===== config.mk =====
export PLATFORM = sky130hd
export DESIGN_NAME = rsa_word_sequencer
export DESIGN_NICKNAME = d
export VERILOG_FILES = /design/src/rtl/rsa_pkg.sv /design/src/rtl/rsa_byte_serializer.sv /design/src/rtl/rsa_word_sequencer.sv
export SDC_FILE = /design/constraint.sdc
export NUM_CORES = 1
export LEC_CHECK = 0
export ABC_AREA = 1
export BUFFER_PORTS_ARGS = -buffer_cell sky130_fd_sc_hd__buf_2
export CAP_MARGIN = 40
export CORE_MARGIN = 2
export CORE_UTILIZATION = 49
export CTS_BUF_LIST = sky130_fd_sc_hd__clkbuf_2 sky130_fd_sc_hd__clkbuf_4 sky130_fd_sc_hd__clkbuf_8
export DETAILED_ROUTE_END_ITERATION = 12
export PLACE_DENSITY = 0.82
export SLEW_MARGIN = 20
export SYNTH_ARGS = -nofsm -noshare
export SYNTH_HDL_FRONTEND = slang
export SYNTH_SLANG_ARGS = --single-unit

===== constraint.sdc =====
create_clock -name clk -period 1.9 [get_ports clk]
set_input_delay 0.38 -clock clk [delete_from_list [all_inputs] [get_ports clk]]
set_output_delay 0.38 -clock clk [all_outputs]
set_load 0.03 [all_outputs]

===== src/rtl/rsa_pkg.sv =====
// Shared widths, FSM encoding and mode codes for the RSA word sequencer.
package rsa_pkg;
  localparam int WORD_W         = 32;
  localparam int BYTE_W         = 8;
  localparam int BYTES_PER_WORD = 4;

  localparam logic MODE_ENC = 1'b0;
  localparam logic MODE_DEC = 1'b1;

  typedef enum logic [1:0] {
    COLLECT,
    LAUNCH,
    WAIT,
    SEND
  } state_t;
endpackage


===== src/rtl/rsa_byte_serializer.sv =====
// Loads a 32-bit word and emits it MSB-first as four valid/ready bytes.
module rsa_byte_serializer
  import rsa_pkg::*;
(
  input  logic              clk,
  input  logic              rst,
  input  logic              load,
  input  logic [WORD_W-1:0] load_data,
  input  logic              load_last,
  input  logic              out_ready,
  output logic [BYTE_W-1:0] out_data,
  output logic              out_valid,
  output logic              out_last,
  output logic              word_sent
);
  logic [WORD_W-1:0] r_data;
  logic [1:0]        r_idx;
  logic              r_valid;
  logic              r_last;
  logic              w_final_byte;

  assign w_final_byte = (r_idx == 2'(BYTES_PER_WORD - 1));

  always_ff @(posedge clk) begin
    if (rst) begin
      r_data  <= '0;
      r_idx   <= '0;
      r_valid <= 1'b0;
      r_last  <= 1'b0;
    end else if (load && !r_valid) begin
      r_data  <= load_data;
      r_idx   <= '0;
      r_valid <= 1'b1;
      r_last  <= load_last;
    end else if (r_valid && out_ready) begin
      // Shift the next byte into the MSB position so out_data is a fixed slice.
      r_data <= {r_data[WORD_W-BYTE_W-1:0], {BYTE_W{1'b0}}};
      r_idx  <= r_idx + 2'd1;
      if (w_final_byte) r_valid <= 1'b0;
    end
  end

  assign out_data  = r_data[WORD_W-1 -: BYTE_W];
  assign out_valid = r_valid;
  assign out_last  = r_valid && r_last && w_final_byte;
  assign word_sent = r_valid && out_ready && w_final_byte;
endmodule


===== src/rtl/rsa_word_sequencer.sv =====
// Packs bytes into words, launches one modular exponentiation per word and
// serializes each result back out as bytes.
module rsa_word_sequencer
  import rsa_pkg::*;
#(
  parameter int CNT_W = 16
) (
  input  logic              clk,
  input  logic              rst,
  input  logic              mode,
  input  logic [WORD_W-1:0] key_e,
  input  logic [WORD_W-1:0] key_d,
  input  logic [WORD_W-1:0] key_n,
  input  logic [BYTE_W-1:0] in_data,
  input  logic              in_valid,
  input  logic              in_last,
  output logic              in_ready,
  output logic [BYTE_W-1:0] out_data,
  output logic              out_valid,
  output logic              out_last,
  input  logic              out_ready,
  output logic              fme_start,
  output logic [WORD_W-1:0] fme_base,
  output logic [WORD_W-1:0] fme_exponent,
  output logic [WORD_W-1:0] fme_modulo,
  input  logic [WORD_W-1:0] fme_result,
  input  logic              fme_done,
  output logic              err_mod,
  output logic              busy,
  output logic [CNT_W-1:0]  words_done
);
  state_t            r_state, w_state_next;
  logic [1:0]        r_byte_cnt;
  logic [WORD_W-1:0] r_word, r_exp, r_mod;
  logic              r_last_flag;
  logic [CNT_W-1:0]  r_words_done;

  logic              w_in_ready, w_fme_start, w_err_mod, w_ser_load;
  logic              w_accept, w_word_sent, w_ser_valid, w_ser_last;
  logic [WORD_W-1:0] w_word_base, w_word_merged;

  // Starting a fresh word clears the shift register, so a short word ends zero-padded.
  assign w_word_base   = (r_byte_cnt == 2'd0) ? '0 : r_word;
  assign w_word_merged = w_word_base |
                         ({in_data, {(WORD_W-BYTE_W){1'b0}}} >> {r_byte_cnt, 3'b000});
  assign w_accept      = in_valid && in_ready;

  always_comb begin
    w_state_next = r_state;
    w_in_ready   = 1'b0;
    w_fme_start  = 1'b0;
    w_err_mod    = 1'b0;
    w_ser_load   = 1'b0;
    case (r_state)
      COLLECT: begin
        w_in_ready = 1'b1;
        if (in_valid && (in_last || r_byte_cnt == 2'(BYTES_PER_WORD - 1)))
          w_state_next = LAUNCH;
      end
      LAUNCH: begin
        if (r_mod < WORD_W'(2)) begin
          w_err_mod    = 1'b1;
          w_state_next = COLLECT;
        end else begin
          w_fme_start  = 1'b1;
          w_state_next = WAIT;
        end
      end
      WAIT: begin
        if (fme_done) begin
          w_ser_load   = 1'b1;
          w_state_next = SEND;
        end
      end
      SEND: begin
        if (w_word_sent) w_state_next = COLLECT;
      end
      default: w_state_next = COLLECT;
    endcase
  end

  always_ff @(posedge clk) begin
    if (rst) begin
      r_state      <= COLLECT;
      r_byte_cnt   <= '0;
      r_word       <= '0;
      r_exp        <= '0;
      r_mod        <= '0;
      r_last_flag  <= 1'b0;
      r_words_done <= '0;
    end else begin
      r_state <= w_state_next;
      if (w_accept) begin
        r_word     <= w_word_merged;
        r_byte_cnt <= r_byte_cnt + 2'd1;
      end
      // Keys are captured on the edge into LAUNCH so they are valid alongside fme_start.
      if (r_state == COLLECT && w_state_next == LAUNCH) begin
        r_exp       <= (mode == MODE_DEC) ? key_d : key_e;
        r_mod       <= key_n;
        r_last_flag <= in_last;
      end
      if (r_state != COLLECT && w_state_next == COLLECT) r_byte_cnt <= '0;
      if (w_word_sent) r_words_done <= r_words_done + CNT_W'(1);
    end
  end

  rsa_byte_serializer u_ser (
    .clk       (clk),
    .rst       (rst),
    .load      (w_ser_load),
    .load_data (fme_result),
    .load_last (r_last_flag),
    .out_ready (out_ready),
    .out_data  (out_data),
    .out_valid (w_ser_valid),
    .out_last  (w_ser_last),
    .word_sent (w_word_sent)
  );

  assign in_ready     = w_in_ready && !rst;
  assign fme_start    = w_fme_start && !rst;
  assign err_mod      = w_err_mod && !rst;
  assign out_valid    = w_ser_valid && !rst;
  assign out_last     = w_ser_last && !rst;
  assign busy         = !(r_state == COLLECT && r_byte_cnt == 2'd0) && !rst;
  assign fme_base     = r_word;
  assign fme_exponent = r_exp;
  assign fme_modulo   = r_mod;
  assign words_done   = r_words_done;
endmodule


### Word-level counts from Yosys, hierarchy flattened

Index checks and enable logic that the tools add are counted.

| word-level totals | value |
|---|---|
| input port bits | 143 |
| logic and storage cells | 71 |
| bits in writable memories | 0 |
| flip-flop bits (word level) | 153 |
| memories kept | 0 |
| bits in latches | 0 |
| memory bits (read-only) | 0 |

| cells by class | value |
|---|---|
| divide/modulo/power cells | 0 |
| $add $sub $neg | 3 |
| mux-type cells | 19 |
| reductions and logical operators | 29 |
| bitwise gates (word level) | 1 |
| equal/unequal tests | 6 |
| shifts and indexed selects | 1 |
| $lt $le $gt $ge | 1 |
| multipliers | 0 |

Operator list:

| cell | count |
|---|---|
| $mux 32 | 4 |
| $lt 32x2->1 const B | 1 |
| $or 32x32->32 | 1 |
| $shr 32x5->32 | 1 |
| $add 16x1->16 const B | 1 |
| $logic_and 1x1->1 | 16 |
| $mux 1 | 10 |
| $eq 2x2->1 const B | 4 |
| $mux 2 | 4 |
| $pmux 2 s4 | 1 |
| $logic_not 2->1 | 3 |
| $reduce_bool 2->1 | 3 |
| $add 2x1->2 const B | 2 |
| $eq 2x1->1 const B | 2 |
| $reduce_or 2->1 | 2 |
| $logic_not 1->1 | 3 |
| $reduce_and 2->1 | 1 |
| $logic_or 1x1->1 | 1 |

### Logic depth before layout (Yosys ltp)

Gate-level depths: netlist of the first run.

| logic depth | value |
|---|---|
| depth in word-level cells | 8 |
| mapped depth | 10 |
| gate-level depth less buffers | 10 |

### Hierarchy

From an unflattened synthesis of the first run, not the netlist that was laid out.

| unflattened totals | value |
|---|---|
| cell total of the unflattened synthesis | 868 |
| area, all modules | 6481.2 um^2 |

Modules (own cells, without submodules):

| module | cells each | times used | area an instance (um^2) |
|---|---|---|---|
| rsa_word_sequencer | 611 | 1 | 4730.8 |
| rsa_byte_serializer | 257 | 1 | 1750.4 |

### Worst setup path after synthesis of the first run

OpenSTA, ideal clock, no wires.

| timing | value |
|---|---|
| path kind | input to output |
| start | in rst |
| end | out out_last |
| stages on the path | 4 |
| path slack | -0.263 ns |
| arrival | 1.783 ns |
| buffers on the path | 1 |
| cells stage by stage | buf_2 -> nor2_1 -> inv_1 -> nor3_1 |

| between the ends | value |
|---|---|
| longest elaborated chain between the ends | 2 |

Ends and longest elaborated chain:

| item | line | text |
|---|---|---|
| start, declared | rsa_word_sequencer.sv:9 | `input logic rst,` |
| $logic_not 1->1 | rsa_word_sequencer.sv:125 | `assign out_last = w_ser_last && !rst;` |
| $logic_and 1x1->1 | rsa_word_sequencer.sv:125 |  |
| end, declared | rsa_word_sequencer.sv:20 | `output logic out_last,` |

No other way between the ends.

### Worst setup path in the final report of the first run

| timing | value |
|---|---|
| start | reg r_mod[18], in the netlist fme_modulo[18] |
| end | out err_mod |

| between the ends | value |
|---|---|
| longest elaborated chain between the ends | 4 |

Ends and longest elaborated chain:

| item | line | text |
|---|---|---|
| start, declared | rsa_word_sequencer.sv:34 | `logic [WORD_W-1:0] r_word, r_exp, r_mod;` |
| start signal, assigned | rsa_word_sequencer.sv:100 | `r_mod <= key_n;` |
| $lt 32x2->1 | rsa_word_sequencer.sv:61 | `if (r_mod < WORD_W'(2)) begin` |
| $mux 1 | rsa_word_sequencer.sv:61 |  |
| $mux 1 | rsa_word_sequencer.sv:54 | `case (r_state)` |
| $logic_and 1x1->1 | rsa_word_sequencer.sv:123 | `assign err_mod = w_err_mod && !rst;` |
| end, declared | rsa_word_sequencer.sv:28 | `output logic err_mod,` |

No other way between the ends.

==> results of run 1 <==
[metal layers]
layer	vias to the layer above	routed length, um
li1	3199	-
met1	2919	7200
met2	248	8770
met3	24	1410
met4	0	366
met5	-	0
[state kept, by name, indices dropped and copies added (netlist names)]
name             cells
fme_exponent        32
fme_modulo          32
r_state              2
words_done          16
r_last_flag          1
u_ser.r_last         1
fme_base            32
u_ser.r_idx          2
r_byte_cnt           2
u_ser.r_data        32
u_ser.out_valid      1
[kinds of logic after synthesis]
kind of cell / share of synthesized area (%)
buffers and inverters: 7.16
xor gates and xnor gates: 0.420
and+or+nand+nor: 24.7
muxes: 0.180
AOI/OAI and AO/OA: 17.8
adders and majority gates: 0.800
DFF: 49.0
[repair_timing]
| action | 4_1_cts | 5_1_grt |
|---|---|---|
| setup buffers | 0 | 2 |
| pin swaps | 4 | 13 |
| setup endpoints to repair | 4 | 5 |
| hold endpoints to repair | 0 | 0 |
| gates resized for setup | 17 | 22 |
| cloned | 0 | 0 |
[path summary, 6_finish.rpt]
check / slack (ns) / to / cells past startpoint / start
max: -0.04 / err_mod / 6 / fme_modulo[18]
max reg2reg: 0.34 / words_done[14] / 8 / words_done[0]
min reg2reg: 0.46 / u_ser.r_data[1] / 2 / u_ser.r_data[1]
min: 0.18 / fme_modulo[17] / 3 / key_n[17]
[metrics by stage]
| stage | hold slack, ns | instances |
|---|---|---|
| finish | 0.178 | 1246 |
| global route | 0.164 | 1245 |
| CTS | 0.142 | 1242 |
| detailed placement | 0.453 | 1212 |
| global placement | 0.449 | 1212 |
| floorplan | 0.439 | 816 |
[cell type report]
| type | count | share of cell area, % |
|---|---|---|
| multi-input combinational | 572 | 34.2 |
| antenna | 2 | 0.0608 |
| clock inverter | 10 | 2.13 |
| inverter | 30 | 1.43 |
| timing repair buffer | 287 | 19.0 |
| sequential | 153 | 37.4 |
| tap | 172 | 2.61 |
| clock buffer | 20 | 3.19 |
[worst min-delay path, stage by stage]
cell and delay (ns):
buf_2 0.09, nand2_1 0.05, a21oi_1 0.05
[synth_stat cells, drive strengths merged]
master | n | share of area (%)
xor2 | 3 | 0.42
o211ai | 1 | 0.34
nor2 | 69 | 5.0
o21a | 4 | 0.48
ha | 4 | 0.80
nand4 | 3 | 0.30
buf | 40 | 4.0
o21ai | 40 | 3.2
o22ai | 1 | 0.10
clkbuf | 21 | 1.3
nand2 | 271 | 17
a32oi | 16 | 2.2
dfxtp | 153 | 49
a31oi | 57 | 5.7
nor3 | 4 | 0.32
nor4 | 1 | 0.10
mux2 | 1 | 0.18
clkinv | 1 | 0.060
inv | 29 | 1.8
a21oi | 70 | 5.6
nand3 | 26 | 2.4
a211oi | 1 | 0.12
[power by group]
| group | switching, mW | internal, mW | total [mW] | leakage [nW] |
|---|---|---|---|---|
| combinational | 0.731 | 0.389 | 1.12 | 2.23 |
| sequential | 0.0816 | 3.34 | 3.43 | 1.25 |
| clock | 1.15 | 1.60 | 2.75 | 0.229 |
==> flow_summary_export.csv, run 1 <==
group,metric,value,unit
run_status,run_status,"finished, violations left",
run_status,violations,"setup timing",
worst_setup_path,critPathBufInv,1,
worst_setup_path,slowest_stage,"dfxtp_2",
routing,wirelength,17700,um
worst_setup_path,required,1.52,ns
placed_design,routabilityCongestion,0.892,
floorplanning,initial_core_util,49.8,%
sta,fin_crit_sh,102,%
worst_setup_path,cp-start-kind,"flip-flop",
placed_design,hpwlAfterDp,12600,um
power_and_ir_drop,leakage,3.71,nW
routing,drc,0,
worst_setup_path,path_cells,"nor2_2 -> nand2_2 -> nor2_4 -> nand2_2 -> nor3_2 -> buf_4",
clocking,cts_tree,"yes",
finish,stdcell_area,8240,um2
placed_design,io_buffers,268,
synth,synth_warnings,0,
power_and_ir_drop,power_density,886,nW/um2
sta,rsz0062_at_grt,"true",
placed_design,dp_slack,0.267,ns
worst_setup_path,critPathMaxStageDelay,0.33,ns
clocking,htree_levels,4,
hold_path,hold_path_class,"primary input to flip-flop",
finish,drive_gt1_share,34.7,%
clocking,clock_path_buffers,2,
finish,final-seq-area,3080,um2
finish,multiInputGateArea,2820,um2
global_routing,busiest_layer,"met2",
floorplanning,die_h,117,um
synth,synth-seq-area-share,49.0,%
synth,avgSynthCellArea,7.67,um2
finish,nFillCells,1120,
clocking,cts_root_buffer,"clkbuf_8",
clocking,hold_buffers,0,
worst_setup_path,end_kind,"primary output",
floorplanning,rows,41,
global_routing,use_met2,42.8,%
finish,finalCoreUtilization,65.5,%
clocking,cts_buffers,17,
finish,syn_to_final_growth,31.7,%
synth,postSynthCellCount,816,
finish,final_common_cell,"nand2_1",
finish,fin_nets,1208,
power_and_ir_drop,peakVddDrop,0.000612,V
sta,maxSlewHeadroom,61.3,%
routing,avgRoutedWirePerCell,14.2,um
sta,finalWorstSetupSlack,-0.0433,ns
job,drv_cap,0,
global_routing,track_usage,25.0,%
sta,fin_setup_tns,-0.0678,ns
routing,num_vias,6390,
sta,max_freq,515,MHz
global_routing,antenna_found_initial,1,
power_and_ir_drop,power,7.30,mW
clocking,clk_pin_slew_worst_paths,0.08,ns
global_routing,grt_pass1_wl,26800,um
placed_design,post_dp_cell_area,7690,um2
worst_setup_path,worstSetupPathType,"flip-flop to primary output",
sta,worstMarginPinSlew,0.581,ns
routing,firstDrtPassIters,5,
routing,vias_per_cell,5.13,
worst_setup_path,crit_fanout,2,
synth,synth-seq-cells,153,
synth,syn_area,6260,um2
global_routing,use_met1,29.5,%
global_routing,grt_start_max_net_pins,57,
sta,hold_viol,0,
routing,drt_iter0_markers,425,
global_routing,grt_use_met3,8.19,%
sta,setup_viol,2,
worst_setup_path,cpMostUsedCell,"nand2_2",
sta,maxSlewViolCount,0,
routing,ant_nets,0,
global_routing,grt_pass1_vias,5741,
floorplanning,coreArea,12600,um2
finish,layout_common_cells,"nand2_1, buf_2, dfxtp_1, a21oi_1, a31oi_1",
sta,final.setup_skew,0.0117,ns
worst_setup_path,crit_arrival,1.56,ns
synth,synth_fp_nets,963,
floorplanning,dieArea,13700,um2
sta,min_period,1.94,ns
floorplanning,ios,269,
clocking,clock_latency,0.44,ns
clocking,cts_sinks,153,
global_routing,grt.overflow.total,0,
floorplanning,die_w,117,um
synth,ys_types,33,
worst_setup_path,critPathTopFamily,"simple AND/OR/NAND/NOR gates",
(Power assumes the default switching activity.)
==> inputs of run 2 (changes only) <==
--- a/config.mk
+++ b/config.mk
@@ -6,13 +6,16 @@
 export NUM_CORES = 1
 export LEC_CHECK = 0
 export ABC_AREA = 1
+export ABC_CLOCK_PERIOD_IN_PS = 1900
 export BUFFER_PORTS_ARGS = -buffer_cell sky130_fd_sc_hd__buf_2
 export CAP_MARGIN = 40
 export CORE_MARGIN = 2
 export CORE_UTILIZATION = 49
 export CTS_BUF_LIST = sky130_fd_sc_hd__clkbuf_2 sky130_fd_sc_hd__clkbuf_4 sky130_fd_sc_hd__clkbuf_8
 export DETAILED_ROUTE_END_ITERATION = 12
+export GPL_TIMING_DRIVEN = 0
 export PLACE_DENSITY = 0.82
+export SKIP_LAST_GASP = 1
 export SLEW_MARGIN = 20
 export SYNTH_ARGS = -nofsm -noshare
 export SYNTH_HDL_FRONTEND = slang
==> run 2 against run 1 <==
  * The flow still finishes with violations (setup timing)
  * Sequential power about the same
  * Total power increased by 1.8%
  * Die area unchanged
  * Via count increased by 4.5%
  * Wire length increased by 9.1%
  * Clock power increased by 2%
  * Sequential share of layout area decreased by 1.2 points
  * Critical path depth increased by 1
  * Fmax decreased by 2.7%
  * Sequential cell count unchanged
==> flow_summary_export.csv, run 2 (synthesis results as in run 1) <==
group,metric,value,unit
global_routing,grt_pass1_vias,6087,
sta,worstMarginPinSlew,0.586,ns
global_routing,antenna_found_initial,2,
clocking,htree_levels,4,
sta,fin_setup_tns,-0.138,ns
worst_setup_path,rr_endpoint,"r_byte_cnt[0]",
sta,maxSlewViolCount,0,
sta,setup_viol,2,
power_and_ir_drop,switchingPower,2.03,mW
hold_path,hold_path_class,"primary input to flip-flop",
worst_setup_path,required,1.52,ns
run_status,violations,"setup timing",
power_and_ir_drop,p_clk_share,37.7,%
global_routing,grt.overflow.total,0,
hold_path,worstHoldPathCells,3,
worst_setup_path,crit_fanout,3,
routing,drt_iter0_markers,482,
routing,firstDrtPassIters,5,
worst_setup_path,worstSetupPathType,"flip-flop to primary output",
sta,max_freq,501,MHz
floorplanning,initial_core_util,49.8,%
clocking,hold_buffers,0,
power_and_ir_drop,switching_share,27.4,%
floorplanning,coreArea,12600,um2
worst_setup_path,cp-start-kind,"flip-flop",
floorplanning,ios,269,
finish,drive_gt1_share,36.7,%
worst_setup_path,crit_arrival,1.62,ns
clocking,cts_sinks,153,
worst_setup_path,rrSetupSlack,0.07,ns
power_and_ir_drop,peakVddDrop,0.000486,V
global_routing,grt_pass1_wl,28800,um
routing,avgRoutedWirePerCell,14.9,um
clocking,clock_path_buffers,2,
hold_path,min_from,"key_n[16]",
placed_design,post_dp_cell_area,7820,um2
power_and_ir_drop,seqPwrFrac,46.2,%
clocking,clk_pin_slew_worst_paths,0.08,ns
hold_path,whs_endpoint,"fme_modulo[16]",
power_and_ir_drop,power,7.43,mW
finish,fin_nets,1261,
sta,fin_crit_sh,105,%
global_routing,grt_start_max_net_pins,20,
finish,final_common_cell,"buf_2",
routing,ant_nets,0,
finish,syn_to_final_growth,36.3,%
finish,layout_common_cells,"buf_2, nand2_1, dfxtp_1, a21oi_1, a31oi_1",
clocking,cts_buffers,17,
sta,rsz0062_at_grt,"true",
floorplanning,die_h,117,um
floorplanning,die_w,117,um
floorplanning,dieArea,13700,um2
sta,final.setup_skew,0.0107,ns
power_and_ir_drop,power_density,871,nW/um2
sta,finalWorstSetupSlack,-0.0963,ns
worst_setup_path,end_kind,"primary output",
worst_setup_path,worstRegToRegCells,14,
sta,min_period,2.00,ns
global_routing,track_usage,27.2,%
sta,maxSlewHeadroom,60.9,%
power_and_ir_drop,p_int,5.40,mW
routing,num_vias,6678,
placed_design,io_buffers,266,
routing,drc,0,
routing,wirelength,19400,um
clocking,clock_latency,0.45,ns
job,drv_cap,0,
run_status,run_status,"finished, violations left",
clocking,cts_tree,"yes",
sta,hold_viol,0,
power_and_ir_drop,combPwrFrac,16.1,%
worst_setup_path,r2r_start,"fme_modulo[20]",
finish,finalCoreUtilization,67.9,%
finish,stdcell_area,8530,um2
routing,vias_per_cell,5.13,
floorplanning,rows,41,
power_and_ir_drop,leakage,3.88,nW
placed_design,hpwlAfterDp,14300,um
placed_design,routabilityCongestion,0.856,
clocking,cts_root_buffer,"clkbuf_8",
## run 2: cell count changes in the layout (fill, tap and decap cells not counted), moves of 5 or more
cell      previous run  this run
buf_4               18        30
buf_6                1         7
clkbuf_1             0        20
buf_2              263       279
buf_12               5         0
## run 2: how the worst max path moves through the flow
stage,from,endpoint,cells after the start
2_1_floorplan,rst,out_last,4
3_3_place_gp,r_byte_cnt[1],busy,6
3_5_place_dp,rst,fme_start,5
4_1_cts,fme_modulo[19],fme_start,7
5_1_grt,fme_modulo[20],fme_start,7
6_report,fme_modulo[20],fme_start,7
## run 2: final cells by class
class | count | area (um2)
fillers | 1091 | 4040
flip-flops and latches | 153 | 3090
multi-input cells | 572 | 2850
repair buffers | 281 | 1460
plain buffers | 59 | 329
clock buffers | 25 | 319
well taps | 172 | 215
clock inverters | 7 | 138
inverters | 30 | 125
diodes | 2 | 5.00
## run 2: worst max-delay path: stages (launching register included)
cell     delay, ns
dfxtp_2       0.34
nor2_2        0.11
nand2_1       0.07
nor2_2        0.18
nand2_2       0.10
o21ai_2       0.15
nor2_2        0.06
buf_6         0.16
## run 2: per-stage QoR
stage	setup slack [ns]	instances	hold WS, ns
4_1_cts	-0.117	1296	0.140
3_5_place_dp	-0.142	1254	0.451
5_1_grt	-0.161	1301	0.153
3_3_place_gp	-0.129	1254	0.448
6_report	-0.0963	1301	0.166
2_1_floorplan	-0.0211	816	0.439
## run 2: repair_timing
item | 4_1_cts | 5_1_grt
pin swaps | 6 | 17
buffers inserted | 11 | 4
endpoints found under the setup margin | 29 | 7
gates resized for setup | 31 | 30
## run 2: metal layers
metal | track usage (%) | part of all wire, %
met1 | 30.3 | 40
met5 | 0 | 0
met3 | 7.42 | 6.8
met4 | 12.2 | 2.6
met2 | 48.4 | 51
## run 2: power by group through the flow
stage	Sequential, mW	Clock [mW]	Combinational (mW)
after global placement	3.49	0	1.11
after global routing	3.44	2.97	1.30
after detailed placement	3.49	0	1.11
after floorplan	3.69	0	0.481
final	3.43	2.80	1.20
after CTS	3.42	2.82	1.17
